==> config.mk <==
export PLATFORM = sky130hd
export DESIGN_NAME = dmem_store_buffer_flat
export DESIGN_NICKNAME = d
export VERILOG_FILES = /design/src/rtl/dmem_store_buffer_if.sv /design/src/rtl/dmem_store_buffer.sv /design/src/flat_wrapper.sv
export SDC_FILE = /design/constraint.sdc
export NUM_CORES = 1
export LEC_CHECK = 0
export CAP_MARGIN = 40
export CORE_MARGIN = 2
export CORE_UTILIZATION = 65
export CTS_BUF_LIST = sky130_fd_sc_hd__clkbuf_2
export CTS_CLUSTER_DIAMETER = 60
export DETAILED_ROUTE_END_ITERATION = 6
export PLACE_DENSITY_LB_ADDON = 0.15
export SYNTH_ARGS = -nofsm -noshare
export SYNTH_HDL_FRONTEND = slang
export SYNTH_SLANG_ARGS = --single-unit
export TNS_END_PERCENT = 10
==> constraint.sdc <==
create_clock -name clk -period 13.9 [get_ports clk]
set_input_delay 4.17 -clock clk [delete_from_list [all_inputs] [get_ports clk]]
set_output_delay 4.17 -clock clk [all_outputs]
set_load 0.05 [all_outputs]
==> src/rtl/dmem_store_buffer_if.sv <==
// Purpose : memory-side write port of the data store buffer (head entry out, read data in).
// Latency : pure wiring; timing is set by the buffer and the memory on either side.
// Backpressure: the memory holds mem_ready low to stall the drain; head fields stay stable meanwhile.
// Signals : mem_valid/mem_ready handshake, mem_addr (word aligned), mem_wdata/mem_be lane data,
//           mem_rdata combinational read of the word addressed by the core this cycle.
interface dmem_store_buffer_if #(
    parameter int AW = 32
);
    logic          mem_valid;
    logic          mem_ready;
    logic [AW-1:0] mem_addr;
    logic [31:0]   mem_wdata;
    logic [3:0]    mem_be;
    logic [31:0]   mem_rdata;

    // master: the store buffer; slave: the data memory
    modport master (
        output mem_valid, mem_addr, mem_wdata, mem_be,
        input  mem_ready, mem_rdata
    );

    modport slave (
        input  mem_valid, mem_addr, mem_wdata, mem_be,
        output mem_ready, mem_rdata
    );
endinterface

==> src/rtl/dmem_store_buffer.sv <==
// Purpose : posted-write store buffer between a single-cycle core data port and a slower memory.
// Latency : store accepted in cycle N is presented to memory no earlier than N+1; loads forward combinationally.
// Backpressure: stall when full with no same-cycle pop; memory mem_ready=0 holds the head entry.
// Ports   : clk, reset (async active-low); core side memwrite/aluout/writedata/readdata/stall/misalign;
//           status count/empty; mem = memory write port (see dmem_store_buffer_if).
module dmem_store_buffer #(
    parameter int DEPTH = 4,
    parameter int AW    = 32
) (
    input  logic                     clk,
    input  logic                     reset,
    input  logic [1:0]               memwrite,
    input  logic [AW-1:0]            aluout,
    input  logic [31:0]              writedata,
    output logic [31:0]              readdata,
    output logic                     stall,
    output logic                     misalign,
    output logic [$clog2(DEPTH):0]   count,
    output logic                     empty,
    dmem_store_buffer_if.master      mem
);
    localparam int PW = $clog2(DEPTH);
    localparam int CW = PW + 1;
    localparam logic [CW-1:0] FULL_CNT = CW'(DEPTH);

    typedef struct packed {
        logic [AW-3:0] waddr;
        logic [3:0]    be;
        logic [31:0]   data;
    } entry_t;

    entry_t           ent_q [DEPTH];
    logic [DEPTH-1:0] vld_q;
    logic [PW-1:0]    wr_ptr;
    logic [PW-1:0]    rd_ptr;
    logic [CW-1:0]    count_q;

    entry_t new_ent;
    logic   legal;
    logic   misal;
    logic   full;
    logic   deq;
    logic   enq;

    // Store decode and lane formatting. Data is replicated across lanes so
    // the memory only has to honour the byte enables.
    always_comb begin
        new_ent       = '0;
        new_ent.waddr = aluout[AW-1:2];
        legal         = 1'b0;
        misal         = 1'b0;
        case (memwrite)
            2'b01: begin
                legal        = 1'b1;
                new_ent.be   = 4'b0001 << aluout[1:0];
                new_ent.data = {4{writedata[7:0]}};
            end
            2'b10: begin
                legal        = ~aluout[0];
                misal        = aluout[0];
                new_ent.be   = aluout[1] ? 4'b1100 : 4'b0011;
                new_ent.data = {2{writedata[15:0]}};
            end
            2'b11: begin
                legal        = (aluout[1:0] == 2'b00);
                misal        = (aluout[1:0] != 2'b00);
                new_ent.be   = 4'b1111;
                new_ent.data = writedata;
            end
            default: ;
        endcase
    end

    assign full  = (count_q == FULL_CNT);
    assign empty = (count_q == '0);
    assign count = count_q;

    // A pop in the same cycle frees a slot, so a full buffer still accepts.
    assign deq   = mem.mem_valid & mem.mem_ready;
    assign enq   = legal & (~full | deq);
    assign stall = legal & full & ~deq;

    // Drain port: derived from state only, so it drops with the async reset.
    assign mem.mem_valid = ~empty;
    assign mem.mem_addr  = {ent_q[rd_ptr].waddr, 2'b00};
    assign mem.mem_wdata = ent_q[rd_ptr].data;
    assign mem.mem_be    = ent_q[rd_ptr].be;

    // Load forwarding: oldest to newest so the youngest matching store wins
    // each lane. The entry popping this cycle still counts because memory
    // only commits it at the edge; the store being presented now does not.
    always_comb begin
        logic [PW-1:0] idx;
        readdata = mem.mem_rdata;
        idx      = rd_ptr;
        for (int k = 0; k < DEPTH; k++) begin
            idx = rd_ptr + PW'(k);
            if (vld_q[idx] && (ent_q[idx].waddr == aluout[AW-1:2])) begin
                for (int j = 0; j < 4; j++) begin
                    if (ent_q[idx].be[j]) begin
                        readdata[8*j +: 8] = ent_q[idx].data[8*j +: 8];
                    end
                end
            end
        end
    end

    always_ff @(posedge clk or negedge reset) begin
        if (!reset) begin
            wr_ptr   <= '0;
            rd_ptr   <= '0;
            count_q  <= '0;
            misalign <= 1'b0;
            vld_q    <= '0;
            for (int i = 0; i < DEPTH; i++) begin
                ent_q[i] <= '0;
            end
        end else begin
            misalign <= misal;
            if (deq) begin
                vld_q[rd_ptr] <= 1'b0;
                rd_ptr        <= rd_ptr + PW'(1);
            end
            // When full with a pop, wr_ptr == rd_ptr; this later write
            // re-validates the slot just freed.
            if (enq) begin
                vld_q[wr_ptr] <= 1'b1;
                ent_q[wr_ptr] <= new_ent;
                wr_ptr        <= wr_ptr + PW'(1);
            end
            case ({enq, deq})
                2'b10:   count_q <= count_q + CW'(1);
                2'b01:   count_q <= count_q - CW'(1);
                default: ;
            endcase
        end
    end
endmodule

==> src/flat_wrapper.sv <==
// flat-port wrapper written by rule: the top's interface ports become plain ports
module dmem_store_buffer_flat 
#(
    parameter int DEPTH = 4,
    parameter int AW    = 32
)
  (clk, reset, memwrite, aluout, writedata, readdata, stall, misalign, count, empty, mem_mem_valid, mem_mem_addr, mem_mem_wdata, mem_mem_be, mem_mem_ready, mem_mem_rdata);
  dmem_store_buffer_if #(.AW(AW)) mem_i ();
  input  logic clk;
  input  logic reset;
  input  logic [1:0] memwrite;
  input  logic [AW-1:0] aluout;
  input  logic [31:0] writedata;
  output logic [31:0] readdata;
  output logic stall;
  output logic misalign;
  output logic [$clog2(DEPTH):0] count;
  output logic empty;
  output wire logic [$bits(mem_i.mem_valid)-1:0] mem_mem_valid;
  output wire logic [$bits(mem_i.mem_addr)-1:0] mem_mem_addr;
  output wire logic [$bits(mem_i.mem_wdata)-1:0] mem_mem_wdata;
  output wire logic [$bits(mem_i.mem_be)-1:0] mem_mem_be;
  input wire logic [$bits(mem_i.mem_ready)-1:0] mem_mem_ready;
  input wire logic [$bits(mem_i.mem_rdata)-1:0] mem_mem_rdata;
  assign mem_mem_valid = mem_i.mem_valid;
  assign mem_mem_addr = mem_i.mem_addr;
  assign mem_mem_wdata = mem_i.mem_wdata;
  assign mem_mem_be = mem_i.mem_be;
  assign mem_i.mem_ready = mem_mem_ready;
  assign mem_i.mem_rdata = mem_mem_rdata;
  dmem_store_buffer #(.DEPTH(DEPTH), .AW(AW)) u_core (.clk(clk), .reset(reset), .memwrite(memwrite), .aluout(aluout), .writedata(writedata), .readdata(readdata), .stall(stall), .misalign(misalign), .count(count), .empty(empty), .mem(mem_i));
endmodule
==> flow_summary_export.csv, run 1 <==
group,metric,value,unit
global_route,grt_usage,38.2,%
setup_path,path_cells,"clkdlybuf4s50_1 > inv_1 > o22ai_1 > a2111oi_0 > o2111ai_2 > nor4_4 > mux2_1 > nand3_1 > nand3_1 > clkdlybuf4s50_1",
floorplanning,ioPinCount,208,
logic_synthesis,yosysTopAreaCell,"dfrtp_1",
logic_synthesis,synth-async-reset-ratio,100,%
clock_network,postCtsHoldBufs,0,
clock_network,clkSinkCount,276,
sta,fin_ws,0.965,ns
setup_path,cp-end-kind,"output port",
setup_path,critPathMaxStageDelay,0.81,ns
logic_synthesis,synth_mux_area_share,36.9,%
floorplanning,core,32700,um^2
route,vias_per_cell,7.12,
setup_path,required,9.73,ns
setup_path,crit_type,"input port to output port",
logic_synthesis,syn_area_per_cell,11.0,um^2
placed_design,globalplace.congestion,1.01,
power_and_ir_drop,leakage,10.1,nW
sta,fin_skew,0.0862,ns
sta,drv_slew,0,
floorplanning,num_rows,66,
finish,design_area,24500,um^2
clock_network,clock-root-buffer,"clkbuf_2",
sta,tightest_slew,0.984,ns
route,drt_iter0_markers,2270,
floorplanning,die_y,187,um
power_and_ir_drop,powerDensity,300,nW/um^2
finish,area_delta_synth_final,13.1,%
logic_synthesis,synth_top_cell_area_share,31.9,%
logic_synthesis,netlist_area,21700,um^2
route,wl_per_cell,25.5,um
finish,n_fill_cell,2255,
logic_synthesis,yosysSeqAreaShare,31.9,%
clock_network,cts_resized,0,
sta,timing.max_slew.rel_slack,34.4,%
route,wirelength,66400,um
clock_network,cts_tree,"yes",
global_route,grt_pass1_vias,18000,
finish,final_nets,2211,
logic_synthesis,synth_ff_type,"dfrtp_1",
setup_path,critPathSlowestCell,"nor4_4",
logic_synthesis,ys_ff_latch,276,
sta,whs,0.550,ns
floorplanning,dieArea,34800,um^2
job,drv_cap,0,
sta,setup_viol,0,
route,num_vias,18500,
route,firstDrtPassIters,5,
sta,hold_violations,0,
logic_synthesis,yosys.area_share.simple,11.8,%
logic_synthesis,synth_edf_count,0,
finish,final_common_cell,"nand2_1",
global_route,grt_pass1_wl,104000,um
global_route,grt_max_degree,119,
power_and_ir_drop,vdd_drop_max,0.000270,V
global_route,gr-total-overflow,0,
sta,max_freq,77.3,MHz
logic_synthesis,synth_area_leaders,"dfrtp_1, mux4_2, mux2i_1, mux2_2, nand2_1",
clock_network,post-cts-setup-buffers,0,
logic_synthesis,ys.warnings.count,0,
sta,period_minus_slack,12.93,ns
floorplanning,start_util,66.3,%
power_and_ir_drop,power,0.00736,W
placed_design,dp_slack,1.10,ns
clock_network,clk_pin_slew,0.08,ns
sta,setup_tns,0,ns
min_path,hold_path_class,"flip-flop to flip-flop",
finish,drive_gt1_share,22.9,%
logic_synthesis,synth-adder-area-share,0.554,%
sta,rsz0062_at_grt,"no",
placed_design,hpwl,45600,um
clock_network,htree_levels,3,
finish,mostFrequentLayoutCells,"nand2_1, dfrtp_1, o21ai_0, clkdlybuf4s50_1, mux4_2",
floorplanning,die_x,187,um
status,outcome,"completed",
setup_path,critPathArrivalTime,8.76,ns
clock_network,insertion_delay,1.01,ns
route,final_antenna_net_count,0,
route,drc,0,
logic_synthesis,synth_top_family_by_area,"multiplexers",
logic_synthesis,synth.distinct_cells,78,
setup_path,path_max_fanout,10,
placed_design,place.port_buffers,205,
sta,min_period_over_period,93.1,%
placed_design,place_area,23800,um^2
setup_path,critPathLaunchType,"input port",
logic_synthesis,synth-xor-area-share,3.68,%
logic_synthesis,netlist_instances,1962,
global_route,antenna_found_initial,4,
logic_synthesis,synth_compound_area_share,10.3,%
clock_network,cts_buffers,77,
clock_network,cts.path.max_buffers,3,
==> sequential cells by signal (all words and copies together) (netlist names) <==
name,count
u_core.count,3
u_core.wr_ptr,2
u_core.misalign,1
u_core.ent_q,264
u_core.vld_q,4
u_core.rd_ptr,2
==> kinds of logic (layout without fill, tap and decap cells) <==
family                     count (synthesis)  after routing
adders and majority gates                  9              9
AOI/OAI and AO/OA                        359            359
xor gates and xnor gates                  91             91
and+or+nand+nor                          531            531
muxes                                    491            491
buffers and inverters                    204            398
DFF                                      276            276
other                                      1              6
==> per-stage QoR <==
| step | std cells | utilization, % |
|---|---|---|
| 5_1_grt | 2601 | 75.0 |
| 2_1_floorplan | 1963 | - |
| 3_5_place_dp | 2463 | 72.7 |
| 3_3_place_gp | 2451 | 72.0 |
| 4_1_cts | 2598 | 75.0 |
| 6_report | 2603 | 75.0 |
==> power breakdown <==
part	leakage, nW	internal, W	switching (W)	total, W
sequential	3.43	0.00118	0.000548	0.00173
combinational	6.10	0.00227	0.00272	0.00499
clock	0.551	0.000267	0.000374	0.000641
total	10.1	0.00372	0.00365	0.00736
==> cells in the mapped netlist (29+ instances only) <==
library cell and n:
buf_2 39, clkbuf_1 91, dfrtp_1 276, mux2_1 29
mux2_2 95, mux2i_1 144, mux4_2 166, mux4_4 39
nand2_1 285, nand3_1 94, nor4_1 32, o21ai_0 211
xnor2_1 67
==> layer usage <==
layer,global-route usage (%),share of wire [%],up-vias
li1,-,-,7807
met1,54.1,39,9206
met2,55.5,45,1321
met3,11.7,13,191
met4,15.2,3.5,2
met5,0,0.018,-
==> critical path, delay by kind of cell <==
kind                   cells  cell delay (ns)
buffers and inverters      3             1.84
AOI/OAI and AO/OA          3             1.33
and+or+nand+nor            3             1.01
muxes                      1             0.39
==> final timing paths <==
| kind | from | endpoint | slack, ns | cells after the start |
|---|---|---|---|---|
| worst max-delay path | aluout[23] | readdata[11] | 0.97 | 10 |
| worst min-delay path | u_core.vld_q[0] | u_core.vld_q[0] | 0.55 | 2 |
| worst max register to register | u_core.count[0] | u_core.ent_q[186] | 10.95 | 6 |
| worst min register to register | u_core.vld_q[0] | u_core.vld_q[0] | 0.55 | 2 |
| max in group asynchronous | reset | u_core.ent_q[37] | 9.27 | 3 |
| min in group asynchronous | reset | u_core.ent_q[246] | 3.25 | 1 |
==> area by class of cell <==
type | instances | area (um^2) | area share [%]
multi-input cells | 1483 | 13800 | 56.1
inverters | 22 | 82.6 | 0.337
well taps | 442 | 553 | 2.25
flip-flops and latches | 276 | 6910 | 28.2
diodes | 4 | 10.0 | 0.0408
clock buffers | 109 | 546 | 2.22
clock inverters | 26 | 186 | 0.760
repair buffers | 241 | 2480 | 10.1
(Power assumes the default switching activity.)
==> run 2, diff against run 1 <==
--- a/config.mk
+++ b/config.mk
@@ -5,9 +5,9 @@
 export SDC_FILE = /design/constraint.sdc
 export NUM_CORES = 1
 export LEC_CHECK = 0
-export CAP_MARGIN = 40
+export CAP_MARGIN = 25
 export CORE_MARGIN = 2
-export CORE_UTILIZATION = 65
+export CORE_UTILIZATION = 60
 export CTS_BUF_LIST = sky130_fd_sc_hd__clkbuf_2
 export CTS_CLUSTER_DIAMETER = 60
 export DETAILED_ROUTE_END_ITERATION = 6
==> constraint.sdc (replaced) <==
create_clock -name clk -period 13.6 [get_ports clk]
set_input_delay 4.08 -clock clk [delete_from_list [all_inputs] [get_ports clk]]
set_output_delay 4.08 -clock clk [all_outputs]
set_load 0.05 [all_outputs]
==> run 2 against run 1 <==
Effect of this change: register-to-register slack worse by 0.27 ns; first-iteration DRC count decreased by 14%; utilization down 6.7 points; largest cell class unchanged.
==> flow_summary_export.csv, run 2 (synthesized netlist as in run 1, its figures left out) <==
group,metric,value,unit
setup_path,r2r_slack,10.68,ns
clock_network,insertion_delay,0.96,ns
setup_path,required,9.52,ns
floorplanning,core,35600,um^2
route,drt_iter0_markers,1952,
clock_network,clock-root-buffer,"clkbuf_2",
setup_path,crit_type,"input port to output port",
finish,top_register,"u_core.ent_q",
global_route,grt_max_degree,181,
setup_path,cp.depth,10,
floorplanning,start_util,60.9,%
floorplanning,ioPinCount,208,
setup_path,critPathMaxStageDelay,0.82,ns
sta,max_freq,78.6,MHz
finish,stdcell_count,2605,
power_and_ir_drop,power,0.00745,W
finish,final_common_cell,"nand2_1",
route,drc,0,
placed_design,globalplace.congestion,0.992,
setup_path,critPathLaunchType,"input port",
sta,drv_slew,0,
sta,timing.max_slew.rel_slack,14.6,%
setup_path,reg2reg_from,"u_core.count[0]",
finish,drive_gt1_share,22.3,%
power_and_ir_drop,powerDensity,306,nW/um^2
sta,period_minus_slack,12.72,ns
clock_network,cts.path.max_buffers,3,
setup_path,critPathArrivalTime,8.64,ns
setup_path,critPathSlowestCell,"nor4_4",
floorplanning,die_x,194,um
route,num_vias,18200,
clock_network,cts_buffers,76,
route,vias_per_cell,6.98,
power_and_ir_drop,vdd_drop_max,0.000291,V
finish,mostFrequentLayoutCells,"nand2_1, dfrtp_1, o21ai_0, clkdlybuf4s50_1, mux4_2",
sta,setup_viol,0,
clock_network,htree_levels,3,
finish,final_util,68.3,%
setup_path,ff2ff_path_depth,6,
placed_design,place.port_buffers,205,
setup_path,cp-end-kind,"output port",
floorplanning,dieArea,37700,um^2
global_route,grt_pass1_wl,103000,um
placed_design,placed_cells,2471,
setup_path,setup.worst_path.end,"readdata[24]",
clock_network,clk_pin_slew,0.09,ns
clock_network,post-cts-setup-buffers,0,
finish,largest_register_ffs,264,
global_route,antenna_found_initial,3,
sta,tightest_slew,1.28,ns
global_route,grt_pass1_vias,17500,
finish,area_delta_synth_final,12.1,%
sta,hold_violations,0,
sta,min_period_over_period,93.5,%
sta,fin_ws,0.881,ns
floorplanning,die_y,194,um
min_path,hold_path_class,"flip-flop to flip-flop",
clock_network,cts_resized,0,
floorplanning,num_rows,69,
global_route,grt_usage,35.1,%
sta,setup_tns,0,ns
placed_design,dp_slack,1.00,ns
setup_path,path_cells,"clkdlybuf4s50_1 > inv_1 > o22ai_1 > a2111oi_0 > o2111ai_2 > nor4_4 > mux2_1 > nand3_1 > nand3_1 > clkdlybuf4s50_1",
setup_path,crit-reg2reg-capture,"u_core.ent_q[196]",
global_route,gr-total-overflow,0,
setup_path,crit_buf_inv,3,
clock_network,cts_tree,"yes",
job,drv_cap,0,
setup_path,path_max_fanout,10,
placed_design,hpwl,45500,um
route,final_antenna_net_count,0,
status,outcome,"completed",
setup_path,crit_family,"buffers and inverters",
route,wl_per_cell,25.4,um
route,firstDrtPassIters,6,
clock_network,postCtsHoldBufs,0,
power_and_ir_drop,leakage,9.96,nW
sta,fin_skew,0.0631,ns
setup_path,startpoint,"aluout[23]",
finish,final_nets,2201,
sta,rsz0062_at_grt,"no",
route,wirelength,66100,um
clock_network,clkSinkCount,276,
[run 2: worst reg2reg max path, stage by stage (launching register included)]
cell and delay, ns:
dfrtp_1 0.44, nor4b_1 0.35, nor2_1 0.10, buf_4 0.20, nand2_4 0.31, buf_4 0.85
mux2_2 0.49
[run 2: worst min-delay path by stage]
stage / end / slack (ns) / startpoint / depth (start not counted)
3_3_place_gp: u_core.count[2] / 0.51 / u_core.count[2] / 1
4_1_cts: u_core.ent_q[211] / 0.55 / u_core.ent_q[211] / 2
2_1_floorplan: u_core.vld_q[1] / 0.49 / u_core.vld_q[1] / 2
6_report: u_core.count[2] / 0.54 / u_core.count[2] / 1
5_1_grt: u_core.count[2] / 0.58 / u_core.count[2] / 1
3_5_place_dp: u_core.count[2] / 0.53 / u_core.count[2] / 1
[run 2: per-layer routing]
layer  GRT usage (%)  share of wire, %  up-vias
met1            50.8                41     9189
met3            8.30                11      115
met2            52.4                46     1068
met5               0                 0        -
met4            12.0               2.7        0
li1                -                 -     7802
[run 2: final cells by class]
type | instances | area [um^2]
Sequential cell | 276 | 6910
Fill cell | 2730 | 11300
Tap cell | 461 | 577
Multi-Input combinational cell | 1483 | 13800
Clock inverter | 18 | 121
Antenna cell | 3 | 7.51
Timing Repair Buffer | 232 | 2300
Inverter | 22 | 82.6
Clock buffer | 110 | 551
[run 2: where the power goes]
| part | total, W | internal [W] | switching [W] |
|---|---|---|---|
| clock | 0.000609 | 0.000251 | 0.000358 |
| sequential | 0.00176 | 0.00121 | 0.000556 |
| combinational | 0.00508 | 0.00230 | 0.00278 |
[run 2: through the flow]
| stage | instance area (um^2) | hold WS (ns) |
|---|---|---|
| global placement | 23600 | 0.506 |
| floorplan | 21700 | 0.487 |
| global route | 24300 | 0.581 |
| finish | 24300 | 0.545 |
| detailed placement | 23600 | 0.531 |
| CTS | 24300 | 0.552 |
